File: config.mk
export PLATFORM = sky130hd
export DESIGN_NAME = fft_seq_counter
export DESIGN_NICKNAME = d
export VERILOG_FILES = /design/src/rtl/fft_seq_counter.sv
export SDC_FILE = /design/constraint.sdc
export NUM_CORES = 1
export LEC_CHECK = 0
export ABC_AREA = 1
export CAP_MARGIN = 20
export CORE_UTILIZATION = 56
export DETAILED_ROUTE_END_ITERATION = 6
export MAX_ROUTING_LAYER = met4
export PLACE_DENSITY = 0.95
export RECOVER_POWER = 50
export SLEW_MARGIN = 20
export SYNTH_ARGS = -nofsm -noshare
export SYNTH_HDL_FRONTEND = slang
export SYNTH_SLANG_ARGS = --single-unit
File: constraint.sdc
create_clock -name clk -period 4.65 [get_ports clk]
set_input_delay 0.93 -clock clk [delete_from_list [all_inputs] [get_ports clk]]
set_output_delay 0.93 -clock clk [all_outputs]
set_load 0.03 [all_outputs]
File: src/rtl/fft_seq_counter.sv
// Two-level FFT sequencer: sample index 0..2^L-1 nested inside stage 0..L-1.
// Optional bit-reversed index output is enabled by defining FFT_CNT_BITREV_EN.
module fft_seq_counter #(
    parameter int W  = 12,
    parameter int SW = 4
) (
    input  logic          clk,
    input  logic          nrst,
    input  logic          start,
    input  logic          clr,
    input  logic          ce,
    input  logic [SW-1:0] log2_len,
    output logic [W-1:0]  o_idx,
    output logic [SW-1:0] o_stage,
    output logic [W-1:0]  o_rev,
    output logic          o_last_idx,
    output logic          o_last_stage,
    output logic          busy,
    output logic          o_done
);

    typedef enum logic [1:0] {
        IDLE = 2'd0,
        RUN  = 2'd1,
        DONE = 2'd2
    } state_t;

    state_t        state;
    logic [SW-1:0] len;
    logic [SW-1:0] len_in;
    logic [W:0]    mask;
    logic          idx_end;
    logic          stage_end;

    // Mask is one bit wider than the index so that L = W cannot overflow.
    assign len_in    = (log2_len > SW'(W)) ? SW'(W) : log2_len;
    assign mask      = ((W+1)'(1) << len) - (W+1)'(1);
    assign idx_end   = ({1'b0, o_idx} == mask);
    assign stage_end = (o_stage == len - SW'(1));

    assign o_last_idx   = busy && idx_end;
    assign o_last_stage = busy && stage_end;

    always_ff @(posedge clk) begin
        if (!nrst) begin
            state   <= IDLE;
            o_idx   <= '0;
            o_stage <= '0;
            len     <= '0;
            busy    <= 1'b0;
            o_done  <= 1'b0;
        end else if (clr) begin
            state   <= IDLE;
            o_idx   <= '0;
            o_stage <= '0;
            len     <= '0;
            busy    <= 1'b0;
            o_done  <= 1'b0;
        end else begin
            o_done <= 1'b0;
            unique case (state)
                IDLE: begin
                    if (start && (log2_len != '0)) begin
                        state   <= RUN;
                        len     <= len_in;
                        o_idx   <= '0;
                        o_stage <= '0;
                        busy    <= 1'b1;
                    end
                end
                RUN: begin
                    if (ce) begin
                        if (!idx_end) begin
                            o_idx <= o_idx + W'(1);
                        end else if (!stage_end) begin
                            o_idx   <= '0;
                            o_stage <= o_stage + SW'(1);
                        end else begin
                            o_idx   <= '0;
                            o_stage <= '0;
                            state   <= DONE;
                            busy    <= 1'b0;
                            o_done  <= 1'b1;
                        end
                    end
                end
                DONE: begin
                    state <= IDLE;
                end
                default: begin
                    state <= IDLE;
                    busy  <= 1'b0;
                end
            endcase
        end
    end

`ifdef FFT_CNT_BITREV_EN
    // Reverse only the low L bits; the mux over L keeps every index constant.
    always_comb begin
        o_rev = '0;
        if (busy) begin
            for (int l = 1; l <= W; l++) begin
                if (len == SW'(l)) begin
                    for (int i = 0; i < l; i++) begin
                        o_rev[i] = o_idx[l-1-i];
                    end
                end
            end
        end
    end
`else
    assign o_rev = o_idx;
`endif

endmodule

Yosys cells after proc, flatten, opt, wreduce, memory -nomap -nowiden
Index checks and enable logic that the tools add are counted.
{"block": "totals", "reg_bits": 24, "input_bits": 9}
{"block": "classes", "add_sub_neg": 4, "magnitude_cmp": 1, "n_eq_ne": 8, "n_shift": 1, "n_mux": 21, "bitwise_logic": 5, "n_reduce_logical": 13}
{"op": "2-to-1 mux 12 bit", "n": 3}
{"op": "one-hot mux 12 bit (2 select lines)", "n": 1}
{"op": "2-to-1 mux 4 bit", "n": 5}
{"op": "equality test 12 x 13 -> 1 bit", "n": 1}
{"op": "<< shifter 1 x 4 -> 13 bit (first input constant)", "n": 1}
{"op": "subtractor 13 x 2 -> 13 bit (second input constant)", "n": 1}
{"op": "adder 12 x 1 -> 12 bit (second input constant)", "n": 1}
{"op": "2-to-1 mux 2 bit", "n": 4}
{"op": "inequality test 2 bit (second input constant)", "n": 4}
{"op": "one-hot mux 4 bit (2 select lines)", "n": 1}
{"op": "AND reduction 4 bit", "n": 2}
{"op": "2-to-1 mux 1 bit", "n": 5}
{"op": "NOT 1 bit", "n": 5}
{"op": "AND reduction 5 bit", "n": 1}
{"op": "OR reduction 5 bit", "n": 1}
{"op": "adder 4 x 1 -> 4 bit (second input constant)", "n": 1}
{"op": "equality test 4 bit", "n": 1}
{"op": "> comparator 4 bit (second input constant)", "n": 1}
{"op": "one-hot mux 2 bit (2 select lines)", "n": 1}
{"op": "nonzero test 4 bit", "n": 1}
{"op": "subtractor 4 x 1 -> 4 bit (second input constant)", "n": 1}
{"op": "logical AND 1 bit", "n": 3}
{"op": "one-hot mux 1 bit (3 select lines)", "n": 1}
{"op": "AND reduction 3 bit", "n": 1}
{"op": "6 further kinds", "n": 6}

Logic depth before layout (Yosys ltp)
{"block": "logic_depth", "depth_word": 6, "ltp_mapped": 19, "mapped_depth_nobuf": 17}

Worst setup path before layout
OpenSTA, ideal clock, no wires.
{"block": "synth_path", "path_type": "register -> output", "start": "reg len[0]", "end": "out o_last_idx", "t_arrival_ps": 2232, "path_slack_ps": 1488, "stages_incl_launch_ff": 12, "cell_sequence": "dfxtp_1 -> inv_1 -> ha_1 -> nand3_2 -> ha_1 -> xor2_1 -> nand2_1 -> nor2_1 -> nand4_1 -> a211oi_1 -> nand4_1 -> nor2_1"}
{"block": "synth_via", "elab_chain_len": 4}
{"item": "from (decl)", "line": "29", "text": "logic [SW-1:0] len;"}
{"item": "from (signal assigned)", "line": "65", "text": "len <= len_in;"}
{"item": "<< shifter 1 x 4 -> 13 bit", "line": "37", "text": "assign mask = ((W+1)'(1) << len) - (W+1)'(1);"}
{"item": "subtractor 13 x 2 -> 13 bit", "line": "37"}
{"item": "equality test 12 x 13 -> 1 bit", "line": "38", "text": "assign idx_end = ({1'b0, o_idx} == mask);"}
{"item": "logical AND 1 bit", "line": "41", "text": "assign o_last_idx = busy && idx_end;"}
{"item": "to (decl)", "line": "16", "text": "output logic o_last_idx,"}
No other way between the ends.

Final worst setup path
Same ends and word-level chain as after synthesis.

==> impl_metrics.yaml <==
run_status:
  status: "completed"
finish:
  antennaDiodeCount: 0
  final_cell_area_mm2: 0.00250
  multiInputGateArea_mm2: 0.00134
  utilization_pct: 72.0
  seqCellArea_um2: 480
  n_fill_cell: 286
  syn2layout_area_growth_pct: 18.4
  drive_gt1_share_pct: 10.6
  nNetsFinal: 359
route:
  wl_per_cell_um: 12.6
  drcViolationCount: 0
  via_count: 2073
  wirelength_mm: 4.87
  drtIter0Drc: 111
  viasPerCell: 5.36
  drt_pass1_iterations: 4
  postRouteAntennaNets: 0
die:
  die_x_um: 63.4
  dieArea_mm2: 0.00402
  die_y_um: 63.4
  rows: 21
  placeableCoreArea_mm2: 0.00347
  initial_utilization_pct: 60.8
  ioPinCount: 41
critical_path:
  worstPathRequired_ns: 3.72
  critPathTopFamily: "simple AND/OR/NAND/NOR gates"
  worstSetupPathType: "flop to primary output"
  path_depth: 15
  worst-path-max-fanout: 5
  critPathSlowestCell: "clkdlybuf4s50_1"
  r2r-end: "o_idx[2]"
  worstPathCellList: "inv_1 -> ha_1 -> nand3_2 -> ha_1 -> nand2_1 -> nor2_1 -> nand2_1 -> nand2_1 -> nand2_1 -> nand2_1 -> nand2_1 -> a21oi_1 -> nand4_1 -> nor2_1 -> clkdlybuf4s50_1"
  r2r_slack_ns: 1.96
  cp.arrival_ns: 3.22
  cp_num_buf_inv: 2
  worstRegToRegCells: 17
  critPathLaunch: "len[0]"
  critPathMostFrequentCell: "nand2_1"
  endpoint: "o_last_idx"
  reg2reg_from: "len[0]"
  end_kind: "primary output"
  critical_path.max_stage_delay_ns: 0.67
  start_kind: "flop"
pwr:
  peakVddDrop_v: 0.000143
  p_per_area_mw_per_mm2: 219
  clock_power_share_pct: 33.8
  p_leak_nw: 1.13
  switching_power_mw: 0.171
  p_seq_share_pct: 38.9
  swShare_pct: 31.2
  internal_power_mw: 0.377
  combPwrFrac_pct: 27.4
sta:
  setup_tns_ns: 0
  max_freq_mhz: 241
  period_share_pct: 89.2
  worst-slew-pin-transition_ns: 0.488
  fin_skew_ns: 0.00529
  rsz0062_at_grt: "no"
  drv_slew: 0
  relSlewSlack_pct: 67.3
  final_hold_viol_count: 0
  setup_viol: 0
  layout_min_cycle_time_ns: 4.15
worst_hold_path:
  whs_path_depth: 2
  min_path_type: "flop to flop"
clocking:
  tritoncts.num_buffers: 3
  hold_buffers: 0
  clock_path_buffers: 2
  cts_tree: "done"
  cts_max_level: 1
  clk-insertion-delay-late_ns: 0.27
  cts-root-buf: "clkbuf_8"
  cts_resized: 0
  clk_pin_slew_worst_paths_ns: 0.09
  clkSinkCount: 24
  post_cts_buffers: 0
logic_synthesis:
  postSynthAreaPerCell_um2: 6.72
  synth_nets: 331
  synth_largest_area_cell: "dfxtp_1"
  ys_ff_latch: 24
  ys_types: 35
  syn_inst: 314
  yosysTopAreaCellShare_pct: 22.8
  yosys-top-cells-area: "dfxtp_1 23%, nand2_1 11%, xor2_1 8.3%"
  seq_area_frac_synth_pct: 22.8
  syn_area_mm2: 0.00211
  yosysWarnings: 0
global_routing:
  grt.total_usage_pct: 26.2
  antenna_found_initial: 0
  grt_pass1_wl_mm: 8.34
  grt_pass1_vias: 1898
  grt_max_degree: 15
  grt-ovfl-total: 0
placement:
  gp_congestion: 0.959
  dp_hpwl_mm: 3.85
  numPortBuffers: 40
  place_area_mm2: 0.00243
flow_run:
  drv_cap: 0
## cells by family after synthesis
logic type | synth area share, %
and+or+nand+nor | 40.7
xor gates and xnor gates | 9.55
buffers and inverters | 13.9
DFF | 22.8
adders and majority gates | 4.75
AOI/OAI and AO/OA | 8.24
## state kept, by name, summed over array words and instances, names as in the netlist
register  flops
o_stage       4
busy          1
o_done        1
state         2
o_idx        12
len           4
## layer usage
layer  global-route usage, %  vias to the layer above  part of all wire (%)
li1                        -                     1055                     -
met1                    31.8                      935                    44
met2                    44.8                       73                    49
met3                    2.72                       10                   4.9
met4                    8.81                        0                   2.0
met5                       -                        -                     0
## placed cells by master, fill, tap and decap left out, types with 2 or more instances in the layout
cell type and n:
a211oi_1 3, dlygate4sd3_1 27, nor2_1 27, clkbuf_8 3, nand3b_1 2, xnor2_1 3, ha_1 8, a21oi_1 13
nor2_2 10, nand3_1 33, dfxtp_1 24, nor4_1 2, xor2_1 20, inv_2 5, nand4_1 9, nand2_4 3
nand2_2 3, inv_1 35, nand2_1 64, o21ai_0 7, clkdlybuf4s50_1 13, nand3_2 7, nor3_1 8
## worst min-delay path by stage
stage,startpoint,end,slack [ns]
final,busy,busy,0.49
after global routing,busy,busy,0.54
after CTS,busy,busy,0.50
after detailed placement,busy,busy,0.49
after global placement,busy,busy,0.47
after floorplan,state[0],state[0],0.51
## through the flow
stage | hold WS (ns) | total power, mW | instances | worst slack (ns)
after floorplan | 0.510 | 0.336 | 314 | 1.49
after global placement | 0.471 | 0.360 | 383 | 1.01
after detailed placement | 0.487 | 0.365 | 383 | 0.882
after CTS | 0.500 | 0.547 | 387 | 0.529
after global routing | 0.538 | 0.580 | 387 | 0.313
final | 0.488 | 0.548 | 387 | 0.503
## area by class of cell
cell class | count | area share (%)
timing repair buffer | 40 | 16.0
inverter | 41 | 6.16
sequential | 24 | 19.2
clock buffer | 3 | 1.65
clock inverter | 1 | 1.20
tap | 46 | 2.30
multi-input combinational | 232 | 53.4
## power by group through the flow
stage | Sequential, mW | Combinational [mW] | Clock [mW]
after floorplan | 0.218 | 0.118 | 0
after global placement | 0.218 | 0.142 | 0
after detailed placement | 0.218 | 0.147 | 0
after CTS | 0.213 | 0.149 | 0.185
after global routing | 0.214 | 0.169 | 0.198
final | 0.213 | 0.150 | 0.185
## tightest hold or removal path: cells and delay by family, from the launching register on
kind,cells,cell delay [ns]
flip-flops,1,0.33
AND/OR/NAND/NOR,1,0.06
AO/OA/AOI/OAI,1,0.05
## synthesized netlist by cell type, drive strengths merged
cell type,count
xor2,20
nand4,9
nand3,40
o21bai,1
nor3b,1
nor3,9
o21ai,8
dfxtp,24
a21oi,14
nor4,2
nand3b,2
xnor2,3
a211oi,3
ha,8
buf,17
o2111a,1
a21boi,1
o211ai,1
nor2,38
nand2,70
and2,1
clkinv,1
inv,40
Note: power is estimated with default switching activity, not from simulation.
